===== src/rtl/uart_pkg.sv =====
// Shared UART definitions: FSM state encodings and default bit period.
package uart_pkg;

  localparam int CLKS_PER_BIT_DEF = 87;

  // IDLE..CLEANUP are shared with the transmitter.
  localparam logic [2:0] IDLE       = 3'd0;
  localparam logic [2:0] START      = 3'd1;
  localparam logic [2:0] DATA       = 3'd2;
  localparam logic [2:0] STOP       = 3'd3;
  localparam logic [2:0] CLEANUP    = 3'd4;
  localparam logic [2:0] BREAK_WAIT = 3'd5;

endpackage


===== src/rtl/uart_rx_sync.sv =====
// Two-flop synchronizer for an asynchronous input, with configurable reset value.
module uart_rx_sync #(
  parameter logic RST_VAL = 1'b1
) (
  input  logic gclk,
  input  logic grst_n,
  input  logic d,
  output logic q
);

  logic meta;

  always_ff @(posedge gclk or negedge grst_n) begin
    if (!grst_n) begin
      meta <= RST_VAL;
      q    <= RST_VAL;
    end else begin
      meta <= d;
      q    <= meta;
    end
  end

endmodule


===== src/rtl/uart_rx.sv =====
// UART receiver, 8N1 LSB first: false-start rejection, framing errors, break handling.
module uart_rx
  import uart_pkg::*;
#(
  parameter int CLKS_PER_BIT = CLKS_PER_BIT_DEF
) (
  input  logic       i_Clock,
  input  logic       i_Rst_L,
  input  logic       i_RX_Serial,
  output logic       o_RX_DV,
  output logic [7:0] o_RX_Byte,
  output logic       o_RX_Active,
  output logic       o_RX_Frame_Err
);

  localparam int CW = $clog2(CLKS_PER_BIT);
  localparam logic [CW-1:0] HALF = CW'((CLKS_PER_BIT - 1) / 2);
  localparam logic [CW-1:0] FULL = CW'(CLKS_PER_BIT - 1);

  logic          rx_s;
  logic [2:0]    state;
  logic [CW-1:0] r_Clock_Count;
  logic [2:0]    r_Bit_Index;
  logic [7:0]    shreg;

  uart_rx_sync #(.RST_VAL(1'b1)) u_sync (
    .gclk  (i_Clock),
    .grst_n(i_Rst_L),
    .d     (i_RX_Serial),
    .q     (rx_s)
  );

  always_ff @(posedge i_Clock or negedge i_Rst_L) begin
    if (!i_Rst_L) begin
      state          <= IDLE;
      r_Clock_Count  <= '0;
      r_Bit_Index    <= '0;
      shreg          <= '0;
      o_RX_Byte      <= '0;
      o_RX_DV        <= 1'b0;
      o_RX_Active    <= 1'b0;
      o_RX_Frame_Err <= 1'b0;
    end else begin
      // Both status outputs are single-cycle pulses.
      o_RX_DV        <= 1'b0;
      o_RX_Frame_Err <= 1'b0;
      case (state)
        IDLE: begin
          r_Clock_Count <= '0;
          r_Bit_Index   <= '0;
          if (!rx_s) state <= START;
        end
        START: begin
          if (r_Clock_Count == HALF) begin
            r_Clock_Count <= '0;
            if (!rx_s) begin
              o_RX_Active <= 1'b1;
              state       <= DATA;
            end else begin
              state <= IDLE;
            end
          end else begin
            r_Clock_Count <= r_Clock_Count + CW'(1);
          end
        end
        DATA: begin
          if (r_Clock_Count == FULL) begin
            r_Clock_Count      <= '0;
            shreg[r_Bit_Index] <= rx_s;
            if (r_Bit_Index == 3'd7) state <= STOP;
            else r_Bit_Index <= r_Bit_Index + 3'd1;
          end else begin
            r_Clock_Count <= r_Clock_Count + CW'(1);
          end
        end
        STOP: begin
          if (r_Clock_Count == FULL) begin
            r_Clock_Count <= '0;
            o_RX_Active   <= 1'b0;
            if (rx_s) begin
              o_RX_Byte <= shreg;
              o_RX_DV   <= 1'b1;
              state     <= CLEANUP;
            end else begin
              o_RX_Frame_Err <= 1'b1;
              state          <= BREAK_WAIT;
            end
          end else begin
            r_Clock_Count <= r_Clock_Count + CW'(1);
          end
        end
        CLEANUP: state <= IDLE;
        // A held-low line reports one error, then waits here for the line to recover.
        BREAK_WAIT: if (rx_s) state <= IDLE;
        default: state <= IDLE;
      endcase
    end
  end

endmodule


===== config.mk =====
export PLATFORM = sky130hd
export DESIGN_NAME = uart_rx
export DESIGN_NICKNAME = d
export VERILOG_FILES = /design/src/rtl/uart_pkg.sv /design/src/rtl/uart_rx_sync.sv /design/src/rtl/uart_rx.sv
export SDC_FILE = /design/constraint.sdc
export NUM_CORES = 1
export LEC_CHECK = 0
export CAP_MARGIN = 20
export CELL_PAD_IN_SITES_DETAIL_PLACEMENT = 0
export CELL_PAD_IN_SITES_GLOBAL_PLACEMENT = 1
export CORE_MARGIN = 10
export CORE_UTILIZATION = 50
export CTS_BUF_LIST = sky130_fd_sc_hd__clkbuf_4 sky130_fd_sc_hd__clkbuf_8
export CTS_CLUSTER_DIAMETER = 120
export CTS_CLUSTER_SIZE = 10
export DETAILED_ROUTE_END_ITERATION = 10
export PLACE_DENSITY_LB_ADDON = 0.1
export SLEW_MARGIN = 40
export SYNTH_ARGS = -nofsm -noshare
export SYNTH_HDL_FRONTEND = slang
export SYNTH_HIERARCHICAL = 1
export SYNTH_SLANG_ARGS = --single-unit
export TNS_END_PERCENT = 30

===== constraint.sdc =====
create_clock -name i_Clock -period 5 [get_ports i_Clock]
set_clock_uncertainty 0.1 [all_clocks]
set_input_delay 1.25 -clock i_Clock [delete_from_list [all_inputs] [get_ports i_Clock]]
set_output_delay 1.25 -clock i_Clock [all_outputs]
set_load 0.01 [all_outputs]

==> results of run 1 <==
-- routing by layer --
layer | routed length (µm) | GRT usage | up-vias
li1 | - | - | 560
met1 | 1396 | 0.1289 | 569
met2 | 1541 | 0.1743 | 24
met3 | 160 | 0.04556 | 2
met4 | 20 | 0.04301 | 0
met5 | 0 | 0 | -
-- through the flow --
step / area (µm²) / instances / hold WS, ps / util / power, mW
5_1_grt: 1919 / 206 / 265.4 / 0.5797 / 0.5390
3_3_place_gp: 1842 / 198 / 247.7 / 0.5563 / 0.3239
4_1_cts: 1919 / 206 / 267.7 / 0.5797 / 0.5211
6_report: 1919 / 206 / 260.9 / 0.5797 / 0.5138
3_5_place_dp: 1842 / 198 / 255.5 / 0.5563 / 0.3252
2_1_floorplan: 1689 / 147 / 245.2 / - / 0.3114
-- cell type report --
class | count | area (µm²) | share of cell area
sequential | 34 | 853.3 | 0.4446
timing repair buffer | 14 | 137.6 | 0.07171
inverter | 5 | 18.77 | 0.009778
multi-input combinational | 99 | 774.5 | 0.4035
clock inverter | 3 | 40.04 | 0.02086
clock buffer | 5 | 37.54 | 0.01956
tap | 46 | 57.56 | 0.02999
-- worst paths after layout --
check / start / end / slack, ps / depth (start not counted)
hold / removal: u_sync/meta / u_sync/q / 260 / 0
hold reg to reg: u_sync/meta / u_sync/q / 260 / 0
max in group asynchronous: i_Rst_L / u_sync/meta / 3250 / 2
min in group asynchronous: i_Rst_L / o_RX_Byte[5] / 1210 / 2
setup / recovery: o_RX_Active / o_RX_Active / 2400 / 1
setup reg to reg: state[1] / o_RX_Byte[0] / 2640 / 4
-- state kept, by name, indices dropped and copies added, names as in the netlist --
name            cells
r_Bit_Index         3
o_RX_Byte           8
o_RX_DV             1
shreg               8
r_Clock_Count       7
u_sync/meta         1
o_RX_Frame_Err      1
o_RX_Active         1
state               3
u_sync/q            1
-- power by group --
part	switching [mW]	total, mW	internal [mW]
clock network	0.0905	0.194	0.104
logic	0.0179	0.0291	0.0112
registers	0.00989	0.291	0.281
-- cells in the final DEF (no fill, tap or decap), types with 2 or more instances in the layout --
cell type,n
a31oi_1,3
o211ai_1,5
or3_4,2
dfrtp_1,32
inv_1,4
a21oi_1,6
nor2_1,4
clkbuf_4,5
clkinv_2,2
xnor2_1,2
mux2_2,16
dfstp_2,2
nand2_1,10
nand4_1,2
o21ai_0,8
ha_1,4
nand4b_1,4
nand3_1,8
clkdlybuf4s50_1,13
nand2b_1,3
-- logic make-up (layout without fill, tap and decap cells) --
| kind of cell | after synthesis | in the layout | share of synthesized area |
|---|---|---|---|
| and+or+nand+nor | 47 | 47 | 0.1889 |
| muxes | 16 | 16 | 0.1067 |
| xor gates and xnor gates | 3 | 3 | 0.01556 |
| buffers and inverters | 14 | 27 | 0.03629 |
| DFF | 34 | 34 | 0.5052 |
| adders and majority gates | 4 | 4 | 0.02963 |
| AOI/OAI and AO/OA | 29 | 29 | 0.1178 |
==> impl_metrics.tcl, run 1 <==
set metrics [dict create \
    wl_per_cell_um 15.14 \
    synth_nets 154 \
    ys_ff_latch 34 \
    postCtsHoldBufs 0 \
    max_stage_delay_ps 550 \
    p_leak_nw 0.8627 \
    drive_above_1_share 0.2438 \
    rsz0062_at_grt "false" \
    firstDrtPassIters 4 \
    worst_setup_path_end_kind "output port" \
    io_buffers 13 \
    fp-row-count 21 \
    route.detailed.drc 0 \
    async_reset_ff_frac 1.000 \
    vias 1155 \
    routed_wl_um 3118 \
    synth_top_area_cell "dfrtp_1" \
    period_needed_ps 2601 \
    fin_nets 166 \
    postCtsSetupBuffers 0 \
    initial_core_util 0.5102 \
    coreArea_um2 3311 \
    hold_viol_final 0 \
    critical_path_buf_inv_count 1 \
    ir_worst_vdd_uv 181.5 \
    tightest_slew_ps 582.9 \
    cts_resized 0 \
    cts.sinks 34 \
    drt_iter0_drc 62 \
    place_ws_ps 2656 \
    grt_pass1_vias 1151 \
    antenna_cells 0 \
    path_cells "clkdlybuf4s50_1" \
    worst-path-max-fanout 3 \
    synth_cell_types 44 \
    synth.most_common_cell "dfrtp_1" \
    synth_area_per_cell_um2 11.49 \
    yosysTopAreaCellShare 0.4741 \
    path_class "register to output port" \
    gr-total-overflow 0 \
    place_congestion 0.8228 \
    ant_nets 0 \
    grt_pass1_wl_um 5471 \
    setup_violations 0 \
    cts_max_path_buffers 2 \
    cp_slowest_cell "clkdlybuf4s50_1" \
    cts_tree "yes" \
    die_y_um 78.12 \
    area_delta_synth_final_pct 13.63 \
    clkTransAtPathRegs_ps 100 \
    cts_made_buffers 5 \
    synthTopCellsByCount "dfrtp_1 (32), mux2_2 (16), nand2_1 (10), nand3_1 (8), o21ai_0 (8)" \
    place_hpwl_um 2191 \
    tns_ps 0 \
    power_density_nw_per_um2 267.7 \
    cap_violations 0 \
    antenna_found_initial 0 \
    cp.arrival_ps 1250 \
    ys_warn_count 6 \
    clock_latency_ps 330 \
    cp.required_ps 3650 \
    synth-edff-count 0 \
    seq_area_frac_synth 0.5052 \
    ys.flop_type "dfrtp_1" \
    synth_area_um2 1689 \
    synth_area_leaders "dfrtp_1 (47%), mux2_2 (11%), dfstp_2 (3.1%)" \
    htreeDepth 2 \
    clock-root-buffer "clkbuf_4" \
    viasPerCell 5.607 \
    maxSlewHeadroom 0.6061 \
    layout_worst_path_cycle_share 0.5201 \
    status "finished clean" \
    die_area_um2 6103 \
    maxSlewViolCount 0 \
    track_usage 0.1097 \
    ios 14 \
    grt_max_degree 35 \
    n_fill_cell 302 \
    hold_class "register to register" \
    start_kind "register" \
    die_x_um 78.12 \
    crit_family "buffers and inverters" \
    setup_slack_ps 2399 \
    syn_inst 147 \
    fmax_mhz 384.5 \
]
Note: power is estimated with default switching activity, not from simulation.
==> run 2: changes to the inputs <==
CORE_UTILIZATION = 48   (was 50)
clock period = 2.4 ns   (was 5 ns; I/O delays follow)
==> run 2 against run 1 <==
  * Core utilization up 0.099 points
  * Combinational power up 120%
  * Register-to-register slack worse by 2400 ps
  * Setup slack worse by 2100 ps
  * Clock power up 130%
  * Final cell count up 1.5%
  * Routed wire length up 2.0%
  * Via count up 1.8%
  * Flip-flop and latch count unchanged
  * Critical path depth up 4
  * Critical path type is now register to register
  * Largest power group unchanged
==> impl_metrics.tcl, run 2 (synthesized netlist as in run 1, its figures left out) <==
set metrics [dict create \
    status "finished clean" \
    max_stage_delay_ps 490 \
    p_sw_frac 0.2176 \
    top_regs "o_RX_Byte x8, shreg x8, r_Clock_Count x7" \
    die_area_um2 6292 \
    routed_wl_um 3179 \
    drt_iter0_drc 97 \
    viasPerCell 5.627 \
    cts.sinks 34 \
    route.detailed.drc 0 \
    fmax_mhz 470.0 \
    fin_nets 169 \
    coreArea_um2 3363 \
    period_needed_ps 2128 \
    path_class "register to register" \
    critical_path_buf_inv_count 0 \
    start_kind "register" \
    io_buffers 13 \
    gr-total-overflow 0 \
    cap_violations 0 \
    grt_max_degree 35 \
    reg2reg_slack_ps 270 \
    place_hpwl_um 2254 \
    worst-path-max-fanout 10 \
    grt_pass1_wl_um 5644 \
    crit_family "simple AND/OR/NAND/NOR gates" \
    cp_slowest_cell "dfrtp_1" \
    p_seq_frac 0.542 \
    drive_above_1_share 0.2577 \
    initial_core_util 0.5022 \
    die_y_um 79.32 \
    vias 1176 \
    cts_tree "yes" \
    cts_max_path_buffers 2 \
    area_delta_synth_final_pct 15.63 \
    antenna_found_initial 0 \
    clock-root-buffer "clkbuf_4" \
    fp-row-count 21 \
    tns_ps 0 \
    maxSlewViolCount 0 \
    hold_depth 0 \
    p_leak_nw 0.8824 \
    mostFrequentLayoutCell "dfrtp_1" \
    antenna_cells 0 \
    tightest_slew_ps 458.7 \
    cts_resized 0 \
    intPower_uw 869.5 \
    firstDrtPassIters 4 \
    rsz0062_at_grt "false" \
    setup_violations 0 \
    htreeDepth 2 \
    power.share.combinational 0.058 \
    place_congestion 0.8052 \
    postLayoutCoreUtil 0.5807 \
    path_cells "ha_1 > ha_1 > or3_4 > or3_4 > o311ai_2" \
    hold_class "register to register" \
    cp.arrival_ps 2260 \
    maxSlewHeadroom 0.6900 \
    power_density_nw_per_um2 569.0 \
    min_from "u_sync/meta" \
    grt_pass1_vias 1189 \
    layout_worst_path_cycle_share 0.8866 \
    hold_viol_final 0 \
    track_usage 0.1118 \
    reg2reg_depth 5 \
    final_cell_mix "dfrtp_1 (32), mux2_2 (16), clkdlybuf4s50_1 (13)" \
    worst_hold_path.endpoint "u_sync/q" \
    ir_worst_vdd_uv 393.1 \
    cp.required_ps 2530 \
    ios 14 \
    postCtsSetupBuffers 0 \
    cts_made_buffers 5 \
    worstReg2RegEnd "r_Bit_Index[0]" \
    postCtsHoldBufs 0 \
    p_switching_uw 241.8 \
    power.share.clock 0.399 \
    reg2reg_from "r_Bit_Index[1]" \
    worst_setup_path_end_kind "register" \
    die_x_um 79.32 \
    whs_ps 264.5 \
    clock_latency_ps 330 \
    wl_per_cell_um 15.21 \
    ant_nets 0 \
    setup_slack_ps 272.3 \
    clkTransAtPathRegs_ps 100 \
    n_fill_cell 301 \
    place_ws_ps 314.8 \
]
==> run 2: how the worst max path moves through the flow <==
stage	endpoint	cells past startpoint	slack [ps]	startpoint
3_5_place_dp	r_Bit_Index[0]	5	310	r_Bit_Index[1]
3_3_place_gp	r_Bit_Index[0]	5	340	r_Bit_Index[1]
2_1_floorplan	o_RX_Byte[0]	7	430	r_Clock_Count[0]
4_1_cts	r_Bit_Index[0]	5	260	r_Bit_Index[1]
5_1_grt	r_Bit_Index[0]	5	160	r_Bit_Index[1]
6_report	r_Bit_Index[0]	5	270	r_Bit_Index[1]
==> run 2: power groups by stage <==
stage,Sequential (mW),Clock [mW],Combinational (mW)
global route,0.605,0.491,0.0747
finish,0.602,0.444,0.0650
CTS,0.602,0.456,0.0663
floorplan,0.607,0,0.0423
detailed placement,0.613,0,0.0659
global placement,0.613,0,0.0652
==> run 2: per-stage QoR <==
stage	instance area (µm²)	cells	power, mW
floorplan	1689	147	0.6488
global placement	1864	201	0.6779
detailed placement	1864	201	0.6792
CTS	1953	209	1.125
global route	1953	209	1.171
finish	1953	209	1.111
==> run 2: layout make-up <==
cell class	instances	area (µm²)	share of cell area
inverters	5	18.77	0.009609
flip-flops and latches	34	853.3	0.4369
repair buffers	17	160.2	0.08200
multi-input cells	99	774.5	0.3965
well taps	46	57.56	0.02947
clock inverters	1	30.03	0.01537
clock buffers	7	58.81	0.03011
==> run 2: worst register-to-register path: stages (launching register included) <==
cell and delay [ps]:
dfrtp_1 490, ha_1 230, ha_1 200, or3_4 410, or3_4 360, o311ai_2 230
==> run 2: layer usage <==
layer,GRT usage,wire length [µm]
met1,0.1421,1504
met2,0.1656,1447
met3,0.04167,175
met4,0.04839,52
met5,0,0
